[src/rtl/can_crc_seq.sv]
// CAN CRC-15 transmit sequencer: streams SOF..last data bit into the external CRC unit, then appends its snapshot MSB first.
// Define CAN_CRC_SEQ_EXT_EN to add the ide/id_ext ports and the 39-bit extended header.
module can_crc_seq #(
    parameter int MAX_BYTES = 8
) (
    input  logic        clk,
    input  logic        reset_n,
    input  logic        start,
    input  logic        abort,
    input  logic [10:0] id,
    input  logic        rtr,
    input  logic [3:0]  dlc,
    input  logic [63:0] data,
`ifdef CAN_CRC_SEQ_EXT_EN
    input  logic        ide,
    input  logic [17:0] id_ext,
`endif
    input  logic        bit_tick,
    input  logic [14:0] crc_in,
    output logic        crc_clr,
    output logic        crc_en,
    output logic        crc_bit,
    output logic        bit_out,
    output logic        bit_strobe,
    output logic        crc_phase,
    output logic        busy,
    output logic        done,
    output logic [14:0] crc_value
);

    typedef enum logic [2:0] {
        S_IDLE, S_CLEAR, S_HDR, S_DATA, S_SNAP, S_CRC, S_DONE
    } state_t;

    localparam logic [3:0] LP_MAX_LEN  = 4'(MAX_BYTES);
    localparam logic [6:0] LP_CRC_LAST = 7'd14;

    state_t      r_state;
    state_t      w_next;
    logic [38:0] r_hdr;
    logic [63:0] r_data;
    logic [14:0] r_crc_sh;
    logic [14:0] r_crc_value;
    logic [6:0]  r_cnt;
    logic [6:0]  r_hdr_last;
    logic [3:0]  r_len;
    logic        r_snap_wait;
    logic        r_bit_out;
    logic        r_bit_strobe;
    logic        r_crc_en;
    logic        r_crc_clr;
    logic        r_done;
    logic        r_crc_phase;

    logic        w_emit;
    logic        w_emit_bit;
    logic        w_crc_en_nxt;
    logic        w_clr_nxt;
    logic        w_done_nxt;
    logic        w_phase_nxt;
    logic [6:0]  w_data_last;
    logic [38:0] w_hdr_load;
    logic [6:0]  w_hdr_last_load;
    logic [3:0]  w_len_load;

    assign w_data_last = {r_len, 3'b000} - 7'd1;
    assign w_len_load  = rtr ? 4'd0 : ((dlc > LP_MAX_LEN) ? LP_MAX_LEN : dlc);

    // Header is left-aligned in a 39-bit shifter so both formats shift out of bit 38.
    always_comb begin
        w_hdr_load      = {1'b0, id, rtr, 1'b0, 1'b0, dlc, 20'd0};
        w_hdr_last_load = 7'd18;
`ifdef CAN_CRC_SEQ_EXT_EN
        if (ide) begin
            w_hdr_load      = {1'b0, id, 1'b1, 1'b1, id_ext, rtr, 1'b0, 1'b0, dlc};
            w_hdr_last_load = 7'd38;
        end
`endif
    end

    // NOTE: sequential state uses non-blocking assignments so every flop samples pre-edge values.
    always_ff @(posedge clk or negedge reset_n) begin
        if (!reset_n) r_state <= S_IDLE;
        else          r_state <= w_next;
    end

    // NOTE: every always_comb output gets a default first, so no path can infer a latch.
    always_comb begin
        w_next = r_state;
        if (abort) begin
            w_next = S_IDLE;
        end else begin
            case (r_state)
                S_IDLE:  if (start) w_next = S_CLEAR;
                S_CLEAR: w_next = S_HDR;
                S_HDR:   if (bit_tick && r_cnt == r_hdr_last)
                             w_next = (r_len == 4'd0) ? S_SNAP : S_DATA;
                S_DATA:  if (bit_tick && r_cnt == w_data_last) w_next = S_SNAP;
                S_SNAP:  if (r_snap_wait) w_next = S_CRC;
                S_CRC:   if (bit_tick && r_cnt == LP_CRC_LAST) w_next = S_DONE;
                S_DONE:  w_next = S_IDLE;
                default: w_next = S_IDLE;
            endcase
        end
    end

    always_comb begin
        w_emit     = bit_tick && !abort &&
                     (r_state == S_HDR || r_state == S_DATA || r_state == S_CRC);
        w_emit_bit = 1'b1;
        case (r_state)
            S_HDR:   w_emit_bit = r_hdr[38];
            S_DATA:  w_emit_bit = r_data[63];
            S_CRC:   w_emit_bit = r_crc_sh[14];
            default: w_emit_bit = 1'b1;
        endcase
        w_crc_en_nxt = w_emit && (r_state != S_CRC);
        w_clr_nxt    = abort ? (r_state != S_IDLE) : (r_state == S_IDLE && start);
        w_done_nxt   = !abort && (r_state == S_DONE);
        w_phase_nxt  = r_crc_phase;
        if (abort || w_next == S_IDLE)      w_phase_nxt = 1'b0;
        else if (w_emit && r_state == S_CRC) w_phase_nxt = 1'b1;
    end

    always_ff @(posedge clk or negedge reset_n) begin
        if (!reset_n) begin
            r_hdr        <= '0;
            r_data       <= '0;
            r_crc_sh     <= '0;
            r_crc_value  <= '0;
            r_cnt        <= '0;
            r_hdr_last   <= '0;
            r_len        <= '0;
            r_snap_wait  <= 1'b0;
            r_bit_out    <= 1'b1;
            r_bit_strobe <= 1'b0;
            r_crc_en     <= 1'b0;
            r_crc_clr    <= 1'b0;
            r_done       <= 1'b0;
            r_crc_phase  <= 1'b0;
        end else begin
            r_bit_strobe <= w_emit;
            r_crc_en     <= w_crc_en_nxt;
            r_crc_clr    <= w_clr_nxt;
            r_done       <= w_done_nxt;
            r_crc_phase  <= w_phase_nxt;
            if (w_emit)
                r_bit_out <= w_emit_bit;
            else if (r_state != S_IDLE && w_next == S_IDLE)
                r_bit_out <= 1'b1;

            if (abort) begin
                r_snap_wait <= 1'b0;
            end else begin
                case (r_state)
                    S_IDLE: if (start) begin
                        r_hdr      <= w_hdr_load;
                        r_hdr_last <= w_hdr_last_load;
                        r_len      <= w_len_load;
                        r_data     <= data;
                        r_cnt      <= '0;
                    end
                    S_HDR: if (w_emit) begin
                        r_hdr <= {r_hdr[37:0], 1'b0};
                        r_cnt <= (r_cnt == r_hdr_last) ? 7'd0 : r_cnt + 7'd1;
                    end
                    S_DATA: if (w_emit) begin
                        r_data <= {r_data[62:0], 1'b0};
                        r_cnt  <= (r_cnt == w_data_last) ? 7'd0 : r_cnt + 7'd1;
                    end
                    // One idle cycle lets the CRC unit absorb the last covered bit before sampling.
                    S_SNAP: begin
                        if (r_snap_wait) begin
                            r_crc_value <= crc_in;
                            r_crc_sh    <= crc_in;
                            r_cnt       <= '0;
                        end
                        r_snap_wait <= !r_snap_wait;
                    end
                    S_CRC: if (w_emit) begin
                        r_crc_sh <= {r_crc_sh[13:0], 1'b0};
                        r_cnt    <= r_cnt + 7'd1;
                    end
                    default: ;
                endcase
            end
        end
    end

    assign crc_clr    = r_crc_clr;
    assign crc_en     = r_crc_en;
    assign crc_bit    = r_bit_out;
    assign bit_out    = r_bit_out;
    assign bit_strobe = r_bit_strobe;
    assign crc_phase  = r_crc_phase;
    assign busy       = (r_state != S_IDLE);
    assign done       = r_done;
    assign crc_value  = r_crc_value;

endmodule

[config.mk]
export PLATFORM = sky130hd
export DESIGN_NAME = can_crc_seq
export DESIGN_NICKNAME = d
export VERILOG_FILES = /design/src/rtl/can_crc_seq.sv
export SDC_FILE = /design/constraint.sdc
export NUM_CORES = 1
export LEC_CHECK = 0
export BUFFER_PORTS_ARGS = -buffer_cell sky130_fd_sc_hd__buf_2
export CORE_UTILIZATION = 42
export CTS_CLUSTER_SIZE = 14
export DETAILED_ROUTE_END_ITERATION = 10
export PLACE_DENSITY = 0.64
export SYNTH_ARGS = -nofsm -noshare
export SYNTH_HDL_FRONTEND = slang
export SYNTH_SLANG_ARGS = --single-unit
export TNS_END_PERCENT = 1
[constraint.sdc]
create_clock -name clk -period 2.2 [get_ports clk]
set_clock_uncertainty 0.05 [all_clocks]
set_input_delay 0.22 -clock clk [delete_from_list [all_inputs] [get_ports clk]]
set_output_delay 0.22 -clock clk [all_outputs]
set_load 0.02 [all_outputs]
# Word level (Yosys, flattened, before mapping)
# Index checks and enable logic that the tools add are counted.
[word_totals]
ff_bits = 155
in_bits = 100
out_inout_bits = 23
[op_classes]
addsub = 2
magnitude_cmp = 1
n_eq_ne = 15
mux = 35
bitwise_logic = 1
reduce_logical = 32
[op_table]
columns = ["cell", "n"]
rows = [
  ["2-to-1 mux 64 bit", 2],
  ["one-hot mux 64 bit (2 select lines)", 1],
  ["2-to-1 mux 39 bit", 2],
  ["one-hot mux 39 bit (2 select lines)", 1],
  ["2-to-1 mux 7 bit", 7],
  ["one-hot mux 7 bit (5 select lines)", 1],
  ["2-to-1 mux 15 bit", 2],
  ["one-hot mux 15 bit (2 select lines)", 1],
  ["2-to-1 mux 3 bit", 7],
  ["one-hot mux 3 bit (6 select lines)", 1],
  ["AND reduction 4 bit", 3],
  ["nonzero test 2 bit", 6],
  ["logical AND 1 bit", 10],
  ["!= test 2 bit, second input constant", 5],
  ["equality test 3 bit, second input constant", 3],
  ["2-to-1 mux 4 bit", 2],
  ["adder 7 x 1 -> 7 bit, second input constant", 1],
  ["equality test 7 x 4 -> 1 bit, second input constant", 1],
  ["equality test 7 x 5 -> 1 bit", 1],
  ["equality test 7 bit", 1],
  ["2-to-1 mux 1 bit", 7],
  ["AND reduction 7 bit", 1],
  ["subtractor 7 x 1 -> 7 bit, second input constant", 1],
  ["equality test 3 x 2 -> 1 bit, second input constant", 2],
  ["12 further kinds", 17],
]

# Longest topological paths before layout
[logic_depth]
ltp_word = 10
mapped_depth = 9

# Least setup slack after synthesis
# OpenSTA, ideal clock, no wires.
[synth_timing]
path_kind = "register -> register"
from = "reg r_len[0]"
to = "reg r_state[2]"
arrival_ns = 1.662
required_time_ns = 2.073
slack_ns = 0.410
stages_incl_launch_ff = 8
path_buffers = 0
path_cell_list = "dfrtp_1 > inv_1 > ha_1 > xnor2_1 > nor3_1 > nand3_1 > o32a_1 > a21oi_1"
[synth_between]
elab_chain_cells = 6
[synth_rtl]
columns = ["element", "line", "text"]
rows = [
  ["start, declared", "46", "logic [3:0] r_len;"],
  ["start signal, assigned", "159", "r_len <= w_len_load;"],
  ["subtractor 7 x 1 -> 7 bit", "66", "assign w_data_last = {r_len, 3'b000} - 7'd1;"],
  ["equality test 7 bit", "98", "S_DATA: if (bit_tick && r_cnt == w_data_last) w_next = S_SNAP;"],
  ["logical AND 1 bit", "98", ""],
  ["2-to-1 mux 3 bit", "98", ""],
  ["one-hot mux 3 bit (6 select lines) *", "93", "case (r_state)"],
  ["2-to-1 mux 3 bit *", "90", "if (abort) begin"],
  ["via w_next[2]", "39", "state_t w_next;"],
  ["end signal, assigned", "84", "else r_state <= w_next;"],
  ["end, declared", "38", "state_t r_state;"],
]
# The timed path passes the listed nets; every way through them passes the cells marked *.
# A chain may end at the register's enable or synchronous reset.

# Final worst setup path
[layout_timing]
from = "reg r_state[1]"
to = "reg r_data[11]"
[layout_between]
elab_chain_cells = 6
[layout_rtl]
columns = ["element", "line", "text"]
rows = [
  ["equality test 3 x 2 -> 1 bit, on equally long branches", "109, 155", ""],
  ["logical OR 1 bit (2 in series)", "109", "(r_state == S_HDR || r_state == S_DATA || r_state == S_CRC);"],
  ["logical AND 1 bit", "108", "w_emit = bit_tick && !abort &&"],
  ["!= test 2 bit (no source line)", "--", ""],
  ["AND reduction 4 bit (no source line)", "--", ""],
  ["end signal, assigned", "160", "r_data <= data;"],
  ["end signal, assigned", "168", "r_data <= {r_data[62:0], 1'b0};"],
  ["end, declared", "41", "logic [63:0] r_data;"],
]
# Several ways; a longest one is shown, not always the timed one.

==> run metrics <==
CTS tree=done; 1st-pass router iterations=8; total number of vias=4967; H-tree depth=4; # setup viols final=0; synth cell count leaders=nand2_1, dfrtp_1, mux2i_1, o21ai_0, nor2_1; Cells after Synth=634; Async SR Flop Fraction=100.0%; critical path type=reg2reg; Max Slew Vio Count=0; Finished Cell Area=8125 um2; routability cong.=0.8338; CP Data Arrival Time=2280 ps; CP endpoint kind=register; Flop pwr share=42.6%; WP data required=2430 ps; initial antenna violation count=0; Power, Total=7.620 mW; Logic pwr share=14.4%; Die ar.=15660 um2; worst hold start=id[9]; Synth Area per Inst=10.04 um2; share of the yosys chip area belonging to registers=53.08%; Slew HR=63.88%; crit start category=register; PortBufs=122; DP HPWL=9.517 mm; Residual DRC=18; r2r setup slk=140 ps; final non-filler cell total=973; CTS root buf=clkbuf_16; CTS resizes=0; routed vias/inst=5.105; placed cell areas=7196 um2; number of synthesized flops with an enable pin=0; max cap viols=0; grt total ovfl=0; shortest period the worst path allows=2056 ps; Worst R2R Start=r_state[1]; CP Cell Sequence=nand2_2 -> o2bb2a_4 -> or3_4 -> buf_12 -> nand2_1 -> o21ai_0; pin count of the biggest net entering global routing=129; worst hold stages=3; crit share post-route=93.44%; Synth Warn #=0; crit path max fanout=128; clk_lat worst skew=430 ps; Synth area leaders=dfrtp_1, mux2i_1, nand2_1; end of the critical path=r_data[11]; Die Y=125.1 um; Setup Buffers After CTS=0; reg2reg path depth=6; cell area power density=937.8 nW/um2; std cell rows=44; Post-Place Cells=916; Num CTS Buffers=17; First DRT Iteration DRCs=294; GRT Total Usage=19.12%; worst hold slack=14.74 ps; Max clock buf depth=2; internal power=5.649 mW; FMAX=486.5 MHz; outcome=complete, but fails checks; CTS Sinks=135; IO Pins=123; leading area contributor after synthesis=dfrtp_1; Final Hold Viols=0; Cell variety after synth=46; RSZ-0062 raised after global routing=no; layout cells sized above 1=24.97%; Leak Pwr=4.252 nW; Post-CTS Hold Buffers=25; first-pass GRT wire length=24.01 mm; # diodes=0; VDD IR max=647.8 uV; Starting Density=43.48%; top-count cell post-synth=nand2_1; crit path from=r_state[1]; Cell Area, Synth=6367 um2; Yosys top cell area share=52.66%; WL per Instance=14.43 um; area of the core=14640 um2; reported net switching power=1.971 mW; Hold Path Class=in2reg; Nets=880; final wirelength=14.04 mm; Routed Antenna Nets=0; area grow syn2layout=27.61%; Chip Width=125.1 um; switching portion of total power=25.87%; RR Endpoint=r_data[11]; syn nets=738; failing checks=design-rule violations; Worst path max stage delay=590 ps; setup_tns=0 ps; Clock Power Share=42.9%; synthesized flop and latch total=135; worst-margin pin slew=539.2 ps; clk slew on worst S/H paths=60 ps; main flop type after synthesis=dfrtp_1; vias in the first global route=5048; CP max-delay cell=dfrtp_1
-- power groups by stage --
stage	logic (mW)	clock network (mW)	registers, mW
finish	1.10	3.27	3.25
global route	1.27	3.45	3.31
floorplan	0.749	0	3.23
CTS	1.12	3.33	3.25
global placement	1.03	0	3.26
detailed placement	1.07	0	3.29
-- cell usage in the layout (no fill, tap or decap), types with 2 or more instances in the layout --
| master | instances |
|---|---|
| mux2i_1 | 78 |
| nand3_1 | 7 |
| nand2_1 | 143 |
| and2_1 | 7 |
| bufinv_16 | 6 |
| clkinvlp_4 | 2 |
| inv_1 | 4 |
| nand2b_1 | 4 |
| or2_2 | 3 |
| buf_2 | 121 |
| buf_4 | 12 |
| nor3_1 | 7 |
| mux2_2 | 16 |
| xor2_1 | 2 |
| clkinv_2 | 2 |
| nor2_1 | 29 |
| a21oi_1 | 10 |
| o21ai_0 | 69 |
| clkbuf_16 | 17 |
| ha_1 | 4 |
| o21ai_1 | 22 |
| nor2b_1 | 2 |
| clkinv_4 | 2 |
| xnor2_1 | 5 |
| buf_12 | 5 |
| a31oi_1 | 17 |
| dlygate4sd3_1 | 25 |
| a22o_1 | 3 |
| clkbuf_8 | 2 |
| o221ai_1 | 5 |
| dfrtp_1 | 134 |
-- metal layers --
layer  wire (um)  share of wire [%]  global-route usage, %
met1        6490                 46                  24.73
met2        6507                 46                  30.00
met3         787                5.6                  5.434
met4         252                1.8                  8.321
met5           0                  0                      0
-- logic make-up (layout without fill, tap and decap cells) --
kind of cell,Yosys count,count (layout),synth area share (%)
xor gates and xnor gates,7,7,0.9629
buffers and inverters,46,201,3.851
AOI/OAI and AO/OA,134,134,12.03
DFF,135,135,53.08
muxes,94,94,15.09
and+or+nand+nor,214,214,14.21
adders and majority gates,4,4,0.7860
-- critical path: cells and delay by family (launching register included) --
kind	cells	cell delay (ps)
buffers and inverters	1	220
flip-flops	1	590
AND/OR/NAND/NOR	3	620
AO/OA/AOI/OAI	2	330
-- per-stage QoR --
step | utilization [%] | worst slack [ps]
after floorplan | - | 410.2
after global placement | 49.14 | 252.7
after detailed placement | 49.14 | 142.4
after CTS | 55.49 | 148.9
after global routing | 55.49 | 33.53
final | 55.49 | 144.3
-- state kept, by name, summed over array words and instances, names as in the netlist --
| signal | flops |
|---|---|
| r_hdr_last | 1 |
| crc_phase | 1 |
| r_len | 4 |
| r_hdr | 19 |
| done | 1 |
| r_cnt | 7 |
| bit_out | 1 |
| r_crc_sh | 15 |
| crc_clr | 1 |
| crc_en | 1 |
| bit_strobe | 1 |
| r_data | 64 |
| crc_value | 15 |
| r_state | 3 |
| r_snap_wait | 1 |
-- cell type report --
type	count	area, um2
Fill cell	1259	6519
Sequential cell	135	3379
Multi-Input combinational cell	453	2760
Timing Repair Buffer	164	1057
Clock buffer	20	456.7
Tap cell	184	230.2
Clock inverter	12	222.7
Inverter	5	18.77
-- worst min path at each step --
stage / to
floorplan: bit_strobe
global placement: r_data[51]
detailed placement: r_data[51]
CTS: r_hdr[32]
global route: r_hdr[28]
finish: r_hdr[36]
(Power assumes the default switching activity.)
